## config.mk

```make
export PLATFORM = sky130hd
export DESIGN_NAME = addsub_chunked
export DESIGN_NICKNAME = d
export VERILOG_FILES = /design/src/rtl/addsub_chunked.sv
export SDC_FILE = /design/constraint.sdc
export NUM_CORES = 1
export LEC_CHECK = 0
export ABC_AREA = 1
export BUFFER_PORTS_ARGS = -buffer_cell sky130_fd_sc_hd__buf_4
export CAP_MARGIN = 25
export CORE_MARGIN = 2
export CORE_UTILIZATION = 50
export CTS_CLUSTER_SIZE = 14
export DETAILED_ROUTE_END_ITERATION = 6
export GPL_ROUTABILITY_DRIVEN = 0
export GPL_TIMING_DRIVEN = 0
export PLACE_DENSITY = 0.82
export SLEW_MARGIN = 0
export SYNTH_ARGS = -nofsm -noshare
export SYNTH_HDL_FRONTEND = slang
export SYNTH_SLANG_ARGS = --single-unit
```

## constraint.sdc

```tcl
create_clock -name clk -period 2.6 [get_ports clk]
set_clock_uncertainty 0.1 [all_clocks]
set_input_delay 0.26 -clock clk [delete_from_list [all_inputs] [get_ports clk]]
set_output_delay 0.26 -clock clk [all_outputs]
set_load 0.005 [all_outputs]
```

## src/rtl/addsub_chunked.sv

```systemverilog
// addsub_chunked: multi-cycle ADD/ADC/SUB/SBB that runs a WIDTH-bit operation through a CHUNK-bit carry chain
module addsub_chunked #(
    parameter int WIDTH = 32,
    parameter int CHUNK = 8
) (
    input  logic             clk,
    input  logic             reset,
    input  logic             start,
    input  logic [1:0]       op,
    input  logic             ci,
    input  logic [WIDTH-1:0] ai,
    input  logic [WIDTH-1:0] bi,
    output logic             busy,
    output logic             done,
    output logic [WIDTH-1:0] res,
    output logic             co,
    output logic             vo,
    output logic             zo,
    output logic             no
);
    localparam int N  = WIDTH / CHUNK;
    localparam int CW = N > 1 ? $clog2(N) : 1;

    typedef enum logic {IDLE, RUN} state_t;

    state_t           state_q, state_d;
    logic [CW-1:0]    cnt_q, cnt_d;
    logic [WIDTH-1:0] a_q, a_d, b_q, b_d, r_q, r_d, res_q, res_d;
    logic             c_q, c_d, nz_q, nz_d, done_q, done_d;
    logic             co_q, co_d, vo_q, vo_d, zo_q, zo_d, no_q, no_d;
    logic [CHUNK:0]   sum;
    logic [WIDTH-1:0] r_shift;
    logic             c_msb;

    // one CHUNK-bit add per cycle; the new chunk enters the result from the top
    always_comb begin
        sum     = {1'b0, a_q[CHUNK-1:0]} + {1'b0, b_q[CHUNK-1:0]} + {{CHUNK{1'b0}}, c_q};
        r_shift = (r_q >> CHUNK) | (WIDTH'(sum[CHUNK-1:0]) << (WIDTH - CHUNK));
        c_msb   = sum[CHUNK-1] ^ a_q[CHUNK-1] ^ b_q[CHUNK-1];
    end

    // FSM next state: capture operands in IDLE, walk the chunks in RUN, publish on the last one
    always_comb begin
        state_d = state_q;
        cnt_d   = cnt_q;
        a_d     = a_q;
        b_d     = b_q;
        r_d     = r_q;
        c_d     = c_q;
        nz_d    = nz_q;
        done_d  = 1'b0;
        res_d   = res_q;
        co_d    = co_q;
        vo_d    = vo_q;
        zo_d    = zo_q;
        no_d    = no_q;
        if (state_q == IDLE) begin
            if (start) begin
                state_d = RUN;
                a_d     = ai;
                b_d     = op[1] ? ~bi : bi;
                c_d     = op[0] ? ci : op[1];
                cnt_d   = '0;
                nz_d    = 1'b0;
            end
        end else begin
            a_d   = a_q >> CHUNK;
            b_d   = b_q >> CHUNK;
            c_d   = sum[CHUNK];
            r_d   = r_shift;
            nz_d  = nz_q | (|sum[CHUNK-1:0]);
            cnt_d = cnt_q + CW'(1);
            if (cnt_q == CW'(N - 1)) begin
                state_d = IDLE;
                done_d  = 1'b1;
                res_d   = r_shift;
                co_d    = sum[CHUNK];
                vo_d    = c_msb ^ sum[CHUNK];
                zo_d    = ~nz_d;
                no_d    = sum[CHUNK-1];
            end
        end
    end

    // state registers; reset aborts any operation in flight
    always_ff @(posedge clk) begin
        if (reset) begin
            state_q <= IDLE;
            cnt_q   <= '0;
            a_q     <= '0;
            b_q     <= '0;
            r_q     <= '0;
            c_q     <= 1'b0;
            nz_q    <= 1'b0;
            done_q  <= 1'b0;
            res_q   <= '0;
            co_q    <= 1'b0;
            vo_q    <= 1'b0;
            zo_q    <= 1'b0;
            no_q    <= 1'b0;
        end else begin
            state_q <= state_d;
            cnt_q   <= cnt_d;
            a_q     <= a_d;
            b_q     <= b_d;
            r_q     <= r_d;
            c_q     <= c_d;
            nz_q    <= nz_d;
            done_q  <= done_d;
            res_q   <= res_d;
            co_q    <= co_d;
            vo_q    <= vo_d;
            zo_q    <= zo_d;
            no_q    <= no_d;
        end
    end

    assign busy = state_q == RUN;
    assign done = done_q;
    assign res  = res_q;
    assign co   = co_q;
    assign vo   = vo_q;
    assign zo   = zo_q;
    assign no   = no_q;
endmodule
```

* After elaboration in Yosys (flattened, before gate mapping)
Cells that the tools add are included.
** Word-level totals
- Register bits :: 138
- Bits of input ports :: 70
- Logic and storage cells :: 48
** Operators by class
- $add $sub $neg :: 3
- Eq/ne operators :: 1
- Mux-type cells :: 16
- Bitwise operators :: 8
- Reduce and logical (&&, ||, !) cells :: 5
** Operators by type and width (number)
- 24-bit 2-to-1 mux :: 4
- 32-bit 2-to-1 mux :: 1
- 32-bit NOT :: 1
- 24-bit by 32-bit OR with 32-bit output :: 1
- 8-bit by 8-bit adder with 9-bit output :: 1
- 9-bit by 1-bit adder with 9-bit output :: 1
- 1-bit 2-to-1 mux :: 9
- 8-bit OR reduction :: 1
- 2-bit 2-to-1 mux :: 2
- 2-bit OR reduction :: 2
- 1-bit bitwise XOR :: 3
- 2-bit by 1-bit adder with 2-bit output, second input constant :: 1
- 2-bit equality test, second input constant :: 1
- 1-bit NOT :: 2
- 2-bit AND reduction :: 1
- 2-bit nonzero test :: 1
- 1-bit OR :: 1

* Longest topological paths before layout
- Depth after elaboration :: 5
- Gate-level depth with buffers :: 13

* Worst setup path before layout
Ideal clock, no wire load.
- Kind :: flip-flop to flip-flop
- From :: register a_q[0]
- To :: register nz_q
- Setup time :: 0.112 ns
- Data arrival time :: 1.672 ns
- Slack :: 0.716 ns
- Cell stages (with the launch flop) :: 13
- Path buffers :: 0
- Period minus slack after synthesis :: 1.884 ns
- Cell sequence :: dfxtp_1 fa_1 inv_1 fa_1 nand3b_1 nand2_1 nand2_1 nand2_1 nand3_1 nor2_1 nand2_1 nand2_1 nand2_1
** On the way
- Cells in the longest elaborated chain, start to end :: 5
** Ends and longest elaborated chain
- from (decl) :: line 28 : logic [WIDTH-1:0] a_q, a_d, b_q, b_d, r_q, r_d, res_q, res_d;
- from (signal assigned) :: line 90 : a_q <= '0;
- from (signal assigned) :: line 104 : a_q <= a_d;
- 8-bit by 8-bit adder with 9-bit output :: line 37 : sum = {1'b0, a_q[CHUNK-1:0]} + {1'b0, b_q[CHUNK-1:0]} + {{CHUNK{1'b0}}, c_q};
- 9-bit by 1-bit adder with 9-bit output :: line 37
- 8-bit OR reduction :: line 71 : nz_d = nz_q | (|sum[CHUNK-1:0]);
- 1-bit OR :: line 71
- 1-bit 2-to-1 mux :: line 57 : if (state_q == IDLE) begin
- to (signal assigned) :: line 108 : nz_q <= nz_d;
- to (decl) :: line 29 : logic c_q, c_d, nz_q, nz_d, done_q, done_d;
No other way between the ends.
A chain may end at the register's enable or synchronous reset.

* Final worst setup path
Same ends and word-level chain as after synthesis.

==> results by stage <==
Floorplan:
- The die area is 11,700 um2.
- The floorplan step set the die width to 108 um.
- Measured along the y axis, the die boundary spans 108 um.
- The floorplan step defined a core boundary enclosing 10,700 um2.
- The number of top-level design ports is 108.
- The effective utilization at floorplan is 0.508.
- Row generation in the floorplan step produced 38 rows.

GRT:
- The total overflow left after global routing is 0.
- Across every metal layer, demand over resource in global routing totals 0.269.
- The first global-routing pass estimated 24,400 um of wire.
- The largest net degree at the start of global routing is 17.
- The number of global-route vias before repair is 5,152.
- The initial antenna violation count is 0.

Critical path:
- The worst register-to-register path begins at a_q[0]$_SDFFE_PP0P_.
- The slack of the worst reg-to-reg path is 0.37 ns.
- The most repeated library cell on the critical path is nand2_1.
- The type of the worst setup path is register to register.
- Among all stages on the critical path, the largest delay is contributed by fa_1.
- In this design, the stage delay of the slowest critical-path cell is 0.40 ns.
- The nature of the critical path startpoint is a register.
- The start point of the critical path is a_q[0]$_SDFFE_PP0P_.
- The largest fanout on the critical path is 3.
- The required arrival time at the worst endpoint is 2.91 ns.
- The number of cells on the worst reg-to-reg path is 12.
- Traced cell by cell, the critical path runs through fa_1 -> inv_1 -> fa_1 -> nand3b_1 -> nand2_1 -> nand2_1 -> nand2_1 -> nand3_1 -> nor2_1 -> nand2_1 -> nand2_1 -> nand2_1.
- STA puts the critical path data arrival time at 2.55 ns.
- The critical path endpoint category is a register.
- The capturing point of the worst reg2reg path is nz_q$_SDFFE_PP0P_.

STA:
- The worst path needs 2.23 ns of the cycle, external delays included.
- The max-slew headroom at the worst pin is 0.657.
- The accumulated negative setup slack is 0 ns.
- The final hold violation count is 0.
- The number of max-slew violations in the final report came to 0.
- Setup repair after global routing left no endpoint under its margin.
- Of the available clock period, the critical path in the final layout requires 0.859.
- The actual transition at the worst max-transition pin is 0.515 ns.
- The timing-limited maximum frequency is 448 MHz.
- Setup violations remaining at the end of the flow were counted as 0.

CTS:
- The clock root buffer master is clkbuf_8.
- After clock tree synthesis, the setup repair step added 0 buffers.
- The clock passes through at most 2 buffers.
- The clock sink count is 129.
- In this run, CTS created clock tree buffers numbering 17.
- The CTS tree is yes.
- The clock latency on the worst-skew pair is 0.53 ns.
- The number of H-tree levels is 4.
- The clock transition at the register clock pins on the worst setup and hold paths after CTS is 0.07 ns.

Hold path:
- The worst hold path begins at op[1].
- The number of cells traversed by the worst hold path is 4.
- The worst hold path belongs to the class primary input to register.
- The hold path endpoint is b_q[16]$_SDFFE_PP0P_.

Placed design:
- The number of buffers inserted by port buffering is 106.
- The cell area after placement is 6400 um2.
- The wire-length estimate of the detail-placed layout is 9520 um.
- Once placement completed, the tool counted placed cells totaling 959.

Synth:
- The average instance in the mapped netlist occupies 7.62 um2.
- The share of the Yosys chip area taken by registers is 0.475.
- The flip-flop and latch count after synthesis is 129.
- Yosys attributes the largest share of cell area to dfxtp_1 (48%), nand2_1 (16%), inv_1 (5.9%), xor2_1 (5.2%), o21ai_0 (3.6%).
- The number of distinct library cells after synthesis is 32.
- The number of nets in the synthesized netlist is 793.
- The cell count after synthesis is 713.
- Of the post-synthesis cell area, the dominant cell type holds 0.475.
- Summing every instance area after synthesis gives 5430 um2.
- The dominant cell type by area after synthesis is dfxtp_1.
- For this run, the number of Yosys warnings is 0.

Power:
- The share of total power dissipated in sequential elements is 0.413.
- For this design the total switching power over the nets is 1.42 mW.
- The share of total power dissipated in combinational logic is 0.122.
- Across the VDD grid, the largest voltage drop is 417 uV.
- The share of total power dissipated in the clock network is 0.465.
- Internal power comes to 3.68 mW.
- In this run the power density over the cells is 666 nW/um2.
- Of the total power, the share spent switching nets is 0.278.
- The standby leakage power is 3.51 nW.

Layout:
- The fraction of final layout cells with drive strength greater than 1 is 0.187.
- Measured on the finished design, the core utilization comes to 0.715.
- At the end of the flow, the number of nets in the layout was 983.
- The layout overhead on the synthesized area is 40.8%.
- The final cell area excluding filler cells is 7650 um2.
- The non-filler instance count after layout is 1,056.
- The antenna diode instance count is 0.

Routing:
- The post-detailed-route DRC marker count is 0.
- Dividing the detail-routed via count by the number of cells gives 5.07.
- The total wire length is 15,300 um.
- The remaining number of nets flagged by the antenna check after routing is 0.
- The number of DRC markers after the initial detailed-route iteration is 255.
- The length of the first detailed-routing pass in iterations is 5.
- After detailed routing, the average wire length per cell comes to 14.5 um.
- The final route contains 5,352 vias.

Status:
- The flow ran to the end, and the final reports show no timing, DRC or antenna violations.

Job:
- Across the run, the number of max-cap violations was 0.
layout make-up:
type                    instances  area, um2
clock inverters                15        184
repair buffers                171       1450
clock buffers                  17        414
plain buffers                  39        188
multi-input cells             455       2330
flip-flops and latches        129       2580
inverters                      90        338
well taps                     140        175
fillers                       753       3040
critical path: cells and delay by family, from the launching register on:
kind / cells / cell delay, ns
simple gates: 9 / 0.99
buf+inv: 1 / 0.06
fa+ha+maj: 2 / 0.61
flops: 1 / 0.37
power by group through the flow:
stage          Clock, mW  Combinational (mW)  Sequential, mW
2_1_floorplan          0               0.338            2.13
3_3_place_gp           0               0.509            2.14
3_5_place_dp           0               0.517            2.15
4_1_cts             2.38               0.601            2.10
5_1_grt             2.47               0.684            2.11
6_report            2.37               0.623            2.10
cell usage in the layout, fill, tap and decap left out, drive strengths merged, types with 4 or more instances in the layout:
master         n
a21oi         14
a22oi          6
a31oi         25
buf          130
clkbuf        32
clkinv         4
dfxtp        129
dlygate4sd3   65
ha             8
inv           99
nand2        228
nand3         21
nor2          30
o211ai         5
o21ai         47
o221ai         4
o22ai         24
xor2          33
flip-flops by register name, indices dropped and copies added, names as in the netlist:
signal	cells
a_q	32
b_q	32
res	32
r_q	24
cnt_q	2
busy	1
c_q	1
co	1
done	1
nz_q	1
vo	1
zo	1
synth_stat cells (all sizes together):
| cell type | number |
|---|---|
| a211oi | 1 |
| a21oi | 14 |
| a22oi | 6 |
| a31oi | 25 |
| a32o | 1 |
| buf | 24 |
| clkbuf | 15 |
| dfxtp | 129 |
| fa | 2 |
| ha | 8 |
| inv | 90 |
| nand2 | 228 |
| nand3 | 21 |
| nand3b | 2 |
| nand4 | 1 |
| nor2 | 30 |
| o211ai | 5 |
| o21ai | 47 |
| o221ai | 4 |
| o22ai | 24 |
| or2 | 1 |
| xnor2 | 2 |
| xor2 | 33 |
metrics by stage:
step	hold slack (ns)	power [mW]	setup WS (ns)
2_1_floorplan	0.245	2.47	0.716
3_3_place_gp	0.339	2.65	0.475
4_1_cts	0.0161	5.08	0.399
3_5_place_dp	0.348	2.66	0.460
6_report	0.0454	5.09	0.366
5_1_grt	0.0600	5.26	0.256
repair_timing:
action                                  CTS  global route
gates resized for setup                   0             0
endpoints found under the setup margin    0             0
hold buffers                             65             0
endpoints found under the hold margin    66             0
how the worst max path moves through the flow:
stage                        end  slack (ns)
2_1_floorplan  nz_q$_SDFFE_PP0P_        0.72
3_3_place_gp   nz_q$_SDFFE_PP0P_        0.47
3_5_place_dp   nz_q$_SDFFE_PP0P_        0.46
4_1_cts        nz_q$_SDFFE_PP0P_        0.40
5_1_grt        nz_q$_SDFFE_PP0P_        0.26
6_report       nz_q$_SDFFE_PP0P_        0.37
cells by family after synthesis:
kind of cell               after synthesis  synth area share
adders and majority gates               10            0.0258
and+or+nand+nor                        283             0.206
DFF                                    129             0.475
xor gates and xnor gates                35            0.0578
buffers and inverters                  129            0.0967
AOI/OAI and AO/OA                      127             0.138
per-layer routing:
metal | vias to the layer above | GRT usage | routed length, um
li1 | 2657 | - | -
met1 | 2416 | 0.331 | 6490
met2 | 238 | 0.448 | 7320
met3 | 41 | 0.0561 | 977
met4 | 0 | 0.133 | 480
met5 | - | 0 | 0
No activity file was read; power rests on OpenSTA's default activity.
